[config.mk]
export PLATFORM = sky130hd
export DESIGN_NAME = aes_job_scheduler
export DESIGN_NICKNAME = d
export VERILOG_FILES = /design/src/rtl/aes_job_scheduler.sv
export SDC_FILE = /design/constraint.sdc
export NUM_CORES = 1
export LEC_CHECK = 0
export ABC_AREA = 1
export BUFFER_PORTS_ARGS = -buffer_cell sky130_fd_sc_hd__buf_2
export CORE_AREA = 2 2 307 309
export CTS_BUF_LIST = sky130_fd_sc_hd__clkbuf_8
export DETAILED_ROUTE_END_ITERATION = 10
export DIE_AREA = 0 0 309 311
export SLEW_MARGIN = 20
export SYNTH_ARGS = -nofsm -noshare
export SYNTH_HDL_FRONTEND = slang
export SYNTH_SLANG_ARGS = --single-unit
[constraint.sdc]
create_clock -name clk -period 1.9 [get_ports clk]
set_input_delay 0.095 -clock clk [delete_from_list [all_inputs] [get_ports clk]]
set_output_delay 0.095 -clock clk [all_outputs]
set_load 0.01 [all_outputs]
[src/rtl/aes_job_scheduler.sv]
// Iterative AES job controller: arbitrates two requesters round-robin and sequences
// the initial AddRoundKey plus Nr rounds through a shared external round unit.
module aes_job_scheduler #(
    parameter int BLK_W = 128
) (
    input  logic               clk,
    input  logic               rst_n,
    input  logic [1:0]         req_valid,
    output logic [1:0]         req_ready,
    input  logic [3:0]         req_mode,
    input  logic [2*BLK_W-1:0] req_data,
    output logic [1:0]         ks_mode,
    output logic [3:0]         rk_idx,
    input  logic [BLK_W-1:0]   rk,
    output logic [BLK_W-1:0]   rnd_state,
    output logic               rnd_last,
    input  logic [BLK_W-1:0]   rnd_result,
    output logic               resp_valid,
    input  logic               resp_ready,
    output logic               resp_id,
    output logic               resp_err,
    output logic [BLK_W-1:0]   resp_data
);

    typedef enum logic [1:0] {
        IDLE  = 2'd0,
        LOAD  = 2'd1,
        ROUND = 2'd2,
        RESP  = 2'd3
    } state_t;

    state_t             state_r;
    logic [3:0]         rc_r;
    logic               rr_r;
    logic [1:0]         mode_r;
    logic               id_r;
    logic               err_r;
    logic [BLK_W-1:0]   st_r;
    logic               resp_valid_r;
    logic               resp_id_r;
    logic               resp_err_r;
    logic [BLK_W-1:0]   resp_data_r;

    logic [1:0]         grant_s;
    logic [1:0]         req_ready_s;
    logic [1:0]         sel_mode_s;
    logic [BLK_W-1:0]   sel_blk_s;
    logic [3:0]         nr_s;
    logic [3:0]         rk_idx_s;
    logic               rnd_last_s;

    // Round-robin grant; ready is only offered while idle.
    always_comb begin
        grant_s = 2'b00;
        case (req_valid)
            2'b01:   grant_s = 2'b01;
            2'b10:   grant_s = 2'b10;
            2'b11:   grant_s = rr_r ? 2'b10 : 2'b01;
            default: grant_s = 2'b00;
        endcase
        if (state_r == IDLE) begin
            req_ready_s = grant_s;
        end else begin
            req_ready_s = 2'b00;
        end
    end

    // Mux the winning requester's block and mode.
    always_comb begin
        if (grant_s[1]) begin
            sel_mode_s = req_mode[3:2];
            sel_blk_s  = req_data[2*BLK_W-1:BLK_W];
        end else begin
            sel_mode_s = req_mode[1:0];
            sel_blk_s  = req_data[BLK_W-1:0];
        end
    end

    // Round count of the latched key-size mode.
    always_comb begin
        case (mode_r)
            2'b00:   nr_s = 4'd10;
            2'b01:   nr_s = 4'd12;
            2'b10:   nr_s = 4'd14;
            default: nr_s = 4'd10;
        endcase
    end

    // Round-key index and last-round flag come from state and counter only.
    always_comb begin
        if (state_r == ROUND) begin
            rk_idx_s   = rc_r;
            rnd_last_s = (rc_r == nr_s);
        end else begin
            rk_idx_s   = 4'd0;
            rnd_last_s = 1'b0;
        end
    end

    // Job sequencer and response registers.
    always_ff @(posedge clk or negedge rst_n) begin
        if (!rst_n) begin
            state_r      <= IDLE;
            rc_r         <= 4'd0;
            rr_r         <= 1'b0;
            mode_r       <= 2'b00;
            id_r         <= 1'b0;
            err_r        <= 1'b0;
            st_r         <= {BLK_W{1'b0}};
            resp_valid_r <= 1'b0;
            resp_id_r    <= 1'b0;
            resp_err_r   <= 1'b0;
            resp_data_r  <= {BLK_W{1'b0}};
        end else begin
            case (state_r)
                IDLE: begin
                    if (grant_s != 2'b00) begin
                        id_r    <= grant_s[1];
                        rr_r    <= ~grant_s[1];
                        mode_r  <= sel_mode_s;
                        err_r   <= (sel_mode_s == 2'b11);
                        state_r <= LOAD;
                        if (sel_mode_s != 2'b11) begin
                            st_r <= sel_blk_s;
                        end
                    end
                end
                // Illegal jobs spend their one cycle here without touching the datapath.
                LOAD: begin
                    if (err_r) begin
                        resp_valid_r <= 1'b1;
                        resp_err_r   <= 1'b1;
                        resp_id_r    <= id_r;
                        resp_data_r  <= {BLK_W{1'b0}};
                        state_r      <= RESP;
                    end else begin
                        st_r    <= st_r ^ rk;
                        rc_r    <= 4'd1;
                        state_r <= ROUND;
                    end
                end
                ROUND: begin
                    st_r <= rnd_result;
                    if (rc_r == nr_s) begin
                        resp_valid_r <= 1'b1;
                        resp_err_r   <= 1'b0;
                        resp_id_r    <= id_r;
                        resp_data_r  <= rnd_result;
                        state_r      <= RESP;
                    end else begin
                        rc_r <= rc_r + 4'd1;
                    end
                end
                RESP: begin
                    if (resp_ready) begin
                        resp_valid_r <= 1'b0;
                        state_r      <= IDLE;
                    end
                end
                default: state_r <= IDLE;
            endcase
        end
    end

    assign req_ready  = req_ready_s;
    assign ks_mode    = mode_r;
    assign rk_idx     = rk_idx_s;
    assign rnd_last   = rnd_last_s;
    assign rnd_state  = st_r;
    assign resp_valid = resp_valid_r;
    assign resp_id    = resp_id_r;
    assign resp_err   = resp_err_r;
    assign resp_data  = resp_data_r;

endmodule

==> qor.csv, run 1 <==
metric,value,unit
cts_tree,built,
hpwl,58600,um
path_class,reg2reg,
swShare,48.8,%
numClockSinks,270,
fin_area,30600,sq um
seqPwrFrac,21.4,%
ant_nets,0,
synth_seq_area_share,39.5,%
wire_per_inst,17.0,um
cts_buffers,50,
num_vias,23600,
htree_levels,2,
path_max_fanout,30,
fp.coreArea,92800,sq um
min_from,req_data[130],
finalWorstSetupSlack,-9.66,ps
cp_data_required_time,2420,ps
first_global_vias,23000,
crit_start,state_r[1],
rsz0062_at_grt,yes,
insertion_delay,630,ps
synth_flop_cell,dfrtp_1,
worstMarginPinSlew,653,ps
drtIter0Drc,2034,
ir_drop,1040,uV
finalHoldViolCount,0,
pwr-share-clk,13.7,%
die-area,96100,sq um
num_rows,112,
max-cap-violations,0,
switchingPower,22800,uW
gp_congestion,0.897,
syn-num-nets,3248,
run_status,"finished, violations left",
start_util,18.4,%
dieHeight,311,um
hp-class,in2reg,
syn_inst,2719,
root_buffer,clkbuf_8,
violations,negative setup slack,
crit_end,rnd_state[94],
timing.rr.end,rnd_state[94],
fmax,524,MHz
async_flop_share,100,%
drc,0,
boundaryPins,789,
pwr_density_cell,1530,nW/um^2
crit_path_start_kind,flip-flop,
synth_cell_type_count,22,
ys.warnings.count,0,
period_share,101,%
synth_area,17100,sq um
grt_pass1_wl,126000,um
ys_ff_latch,270,
synth-edff-count,0,
layout.nets,4609,
layout-drive-gt1-share,28.3,%
p_leak,0.0167,uW
grt_start_max_net_pins,78,
clock_skew,34.8,ps
fillers,9630,
grt_use_total,16.7,%
wl,91300,um
drv_slew,0,
r2r_start,state_r[1],
slew-limit-headroom,56.5,%
avgSynthCellArea,6.29,sq um
final_util,33.0,%
grt.overflow.total,0,
io_buffers,788,
antenna_found_initial,6,
placed_area,23200,sq um
clk_pin_slew,70,ps
p_comb_share,65.0,%
p_int,23900,uW
cp.arrival,2430,ps
min_period,1910,ps
rr_worst_depth,12,
vias_per_cell,4.39,
endpoint_kind,flip-flop,
timing.reg2reg.setup_slack,-10,ps
cts_buffer_depth,3,
dr.pass1.iters,7,
setup_viol,3,
die_width,309,um
syn_to_final_growth,79.0,%
-- worst min-delay path by stage --
stage / endpoint / slack (ps) / cells past startpoint
finish: rnd_state[2] / 20 / 7
detailed placement: rnd_state[18] / 130 / 1
global placement: rnd_state[18] / 120 / 1
CTS: rnd_state[110] / 0.5 / 7
global route: rnd_state[10] / 40 / 7
floorplan: err_r / -200 / 0
-- placed cells by master, fill, tap and decap left out, drive strengths merged --
cell         count
nand4            4
nand2         1324
dfrtp          270
inv            294
ha               8
clkbuf          85
bufinv           3
nor2           139
buf            950
o21bai           1
bufbuf           1
clkinv           2
or2              2
o211ai           1
diode            3
a31oi            1
o21ai          266
nand3          267
a21oi            1
dlygate4sd3    501
-- per-stage QoR --
| step | setup slack (ps) | hold slack [ps] | total power (uW) | cells | setup TNS, ps |
|---|---|---|---|---|---|
| floorplan | 120 | -201 | 24300 | 2719 | 0 |
| global placement | 3.49 | 123 | 34500 | 4731 | 0 |
| detailed placement | -44.3 | 126 | 34900 | 4731 | -568 |
| CTS | -70.4 | 0.477 | 42700 | 5335 | -97.7 |
| global route | -91.3 | 37.6 | 50200 | 5377 | -4100 |
| finish | -9.66 | 16.5 | 46800 | 5377 | -14.2 |
-- power by group through the flow --
stage	registers, uW	logic (uW)	clock network [uW]
after CTS	9860	26300	6550
after detailed placement	9900	25000	0
final	9990	30400	6380
after global placement	9940	24500	0
after global routing	10200	33200	6830
after floorplan	10400	14000	0
-- timing repair --
item / in CTS / in global routing
setup endpoints to repair: 29 / 240
setup buffers: 10 / 19
resized for setup: 27 / 145
cloned: 2 / 20
pin swaps: 10 / 16
hold buffers: 501 / 0
endpoints found under the hold margin: 534 / 0
-- state kept, by name (all words and copies together), names as in the netlist --
signal / cells
rnd_state: 128
ks_mode: 2
resp_data: 128
resp_id: 1
resp_valid: 1
resp_err: 1
rr_r: 1
id_r: 1
err_r: 1
rc_r: 4
state_r: 2
-- worst max-delay path, stage by stage (launching register included) --
cell and delay (ps):
dfrtp_1 390, buf_6 130, ha_4 150, buf_6 110, buf_4 140, buf_12 150, buf_12 210, nand2_2 110
o21ai_1 90, nand2_1 60, nand2_1 50, nand3_1 60, nand2_1 70
-- Yosys cell counts, types with 3 or more instances --
| library cell | instances | area, sq um |
|---|---|---|
| ha_1 | 8 | 100 |
| clkbuf_1 | 37 | 139 |
| o21ai_1 | 91 | 455 |
| nand4_1 | 4 | 25.0 |
| o21ai_2 | 16 | 140 |
| o21ai_0 | 159 | 796 |
| buf_2 | 89 | 445 |
| nand3_1 | 267 | 1340 |
| buf_1 | 4 | 15.0 |
| nand2_1 | 1323 | 4970 |
| buf_6 | 24 | 270 |
| nor2_1 | 139 | 522 |
| dfrtp_1 | 270 | 6760 |
| inv_1 | 277 | 1040 |
| buf_4 | 3 | 22.5 |
-- area by class of cell --
cell class	count	area, sq um	share of cell area (%)
Tap cell	1254	1570	5.13
Sequential cell	270	6760	22.1
Timing Repair Buffer	1466	11300	36.9
Inverter	278	1060	3.46
Antenna cell	3	7.51	0.0245
Clock buffer	71	977	3.19
Multi-Input combinational cell	2014	8770	28.7
Clock inverter	21	159	0.519
-- cell families (layout without fill, tap and decap cells) --
family,count (synthesis),in the layout,synth area share [%]
AND/OR/NAND/NOR,1736,1736,40.2
AO/OA/AOI/OAI,270,270,8.36
buffers and inverters,435,1836,11.3
other,0,3,0
flip-flops,270,270,39.5
adder cells (fa/ha/maj),8,8,0.586
-- metal layers --
layer / vias up / GRT usage, % / part of all wire (%)
met5: - / 0 / 0.031
met4: 4 / 10.7 / 6.3
met3: 354 / 3.86 / 8.1
met2: 1353 / 28.8 / 48
met1: 10800 / 18.3 / 38
li1: 11100 / - / -
Note: power is estimated with default switching activity, not from simulation.
==> run 2: changes to the inputs <==
BUFFER_PORTS_ARGS = default   (was -buffer_cell sky130_fd_sc_hd__buf_2)
DONT_BUFFER_PORTS = 1   (was default)
SETUP_SLACK_MARGIN = 0.1   (was default)
==> qor.csv, run 2 (synthesis gave the netlist of run 1 again) <==
metric,value,unit
vias_per_cell,4.82,
syn_to_final_growth,74.2,%
multi_input_area,10500,sq um
cp_data_required_time,2460,ps
drtIter0Drc,2602,
start_util,18.4,%
boundaryPins,789,
p_leak,0.0148,uW
cts_tree,built,
hp-class,in2async,
violations,"negative hold slack, negative setup slack",
hold_ws,-848,ps
layout.nets,3897,
grt_pass1_wl,123000,um
clk_pin_slew,60,ps
die-area,96100,sq um
path_max_fanout,7,
fin_cells,4665,
pwr_density_cell,1790,nW/um^2
drv_slew,0,
cts_buffer_depth,3,
grt_use_total,16.5,%
numClockSinks,270,
rsz0062_at_grt,yes,
worstMarginPinSlew,698,ps
fillers,9183,
cp.arrival,2610,ps
period_share,108,%
grt.overflow.total,0,
dr.pass1.iters,6,
register_area,6760,sq um
ant_nets,0,
crit_path_start_kind,flip-flop,
dp_cells,3941,
finalWorstSetupSlack,-150,ps
fp.coreArea,92800,sq um
num_rows,112,
grt_start_max_net_pins,271,
run_status,"finished, violations left",
ir_drop,1110,uV
cts_hold_buffers,520,
final_common_cell,nand2_1,
path_class,reg2reg,
finalHoldViolCount,270,
wire_per_inst,22.3,um
final_cell_mix,"1,064 x nand2_1, 519 x dlygate4sd3_1, 285 x inv_1, 270 x dfrtp_1, 227 x nand3_1",
first_global_vias,21000,
tns,-10640,ps
wl,104000,um
htree_levels,2,
setup_viol,132,
hpwl,53900,um
io_buffers,0,
clock_skew,22.6,ps
rr_worst_depth,11,
root_buffer,clkbuf_8,
dieHeight,311,um
insertion_delay,660,ps
die_width,309,um
fmax,488,MHz
max-cap-violations,0,
layout-drive-gt1-share,22.3,%
antenna_found_initial,7,
timing.reg2reg.setup_slack,-150,ps
slew-limit-headroom,53.5,%
drc,0,
min_period,2050,ps
endpoint_kind,flip-flop,
gp_congestion,0.913,
num_vias,22500,
cts_buffers,50,
-- run 2: cell count changes in the layout (fill, tap and decap cells not counted), moves of 18 or more --
cell           before   now
nand3_2             4    36
buf_8               4    23
nand2_4            11   131
buf_4              90    70
buf_2             783     0
nand3_1           262   227
o21ai_0           144    27
dlygate4sd3_1     501   519
nand2_1          1245  1064
o21ai_2            16   129
nand2_2            66   128
clkbuf_16          14    42
-- run 2: power by group --
group / total [uW] / switching, uW / internal (uW) / leakage [uW]
Clock: 5800 / 2770 / 3030 / 0.000590
Sequential: 11800 / 3920 / 7900 / 0.00351
Combinational: 35800 / 20800 / 15000 / 0.0107
Total: 53400 / 27500 / 26000 / 0.0148
-- run 2: path summary, 6_finish.rpt --
path,to,start
setup / recovery,resp_data[69],ks_mode[1]
hold / removal,rnd_state[93],rst_n
setup reg to reg,resp_data[69],ks_mode[1]
hold reg to reg,id_r,id_r
max in group asynchronous,rnd_state[53],rst_n
min in group clk,rnd_state[2],req_data[2]
-- run 2: final cells by class --
type / instances / share of cell area, %
diodes: 6 / 0.0504
clock buffers: 65 / 3.00
clock inverters: 24 / 0.319
inverters: 278 / 3.55
multi-input cells: 2015 / 35.2
flip-flops and latches: 270 / 22.7
well taps: 1254 / 5.27
repair buffers: 753 / 29.9
-- run 2: repair_timing --
item / 4_1_cts / 5_1_grt
gates resized for setup: 54 / 778
hold endpoints to repair: 534 / 270
setup buffers: 13 / 29
gates cloned: 5 / 62
pin swaps: 8 / 381
setup endpoints to repair: 225 / 268
-- run 2: layer usage --
metal / vias to the layer above / wire, um / GRT usage, %
met5: - / 7 / 0
met2: 1756 / 47900 / 27.7
met1: 10400 / 36400 / 17.8
met4: 2 / 9230 / 10.9
met3: 591 / 10400 / 5.31
li1: 9703 / - / -
-- run 2: metrics by stage --
stage	util, %	cell area [sq um]	power [uW]	setup slack (ps)	hold slack, ps
finish	32.1	29800	53400	-150	-848
floorplan	-	17100	24300	120	-201
global placement	20.6	19100	32200	-46.6	-191
CTS	27.8	25800	40800	-95.0	-939
global route	32.1	29800	56400	-252	-918
detailed placement	20.6	19100	32600	-68.3	-189
-- run 2: critical path, cell delays in order, from the launching register on --
cell	delay [ps]
dfrtp_1	370
inv_2	60
ha_4	270
inv_2	30
nand2_2	60
nand3_4	70
buf_6	120
o21bai_4	240
nand2_8	160
clkbuf_16	240
clkbuf_16	160
o21ai_1	160
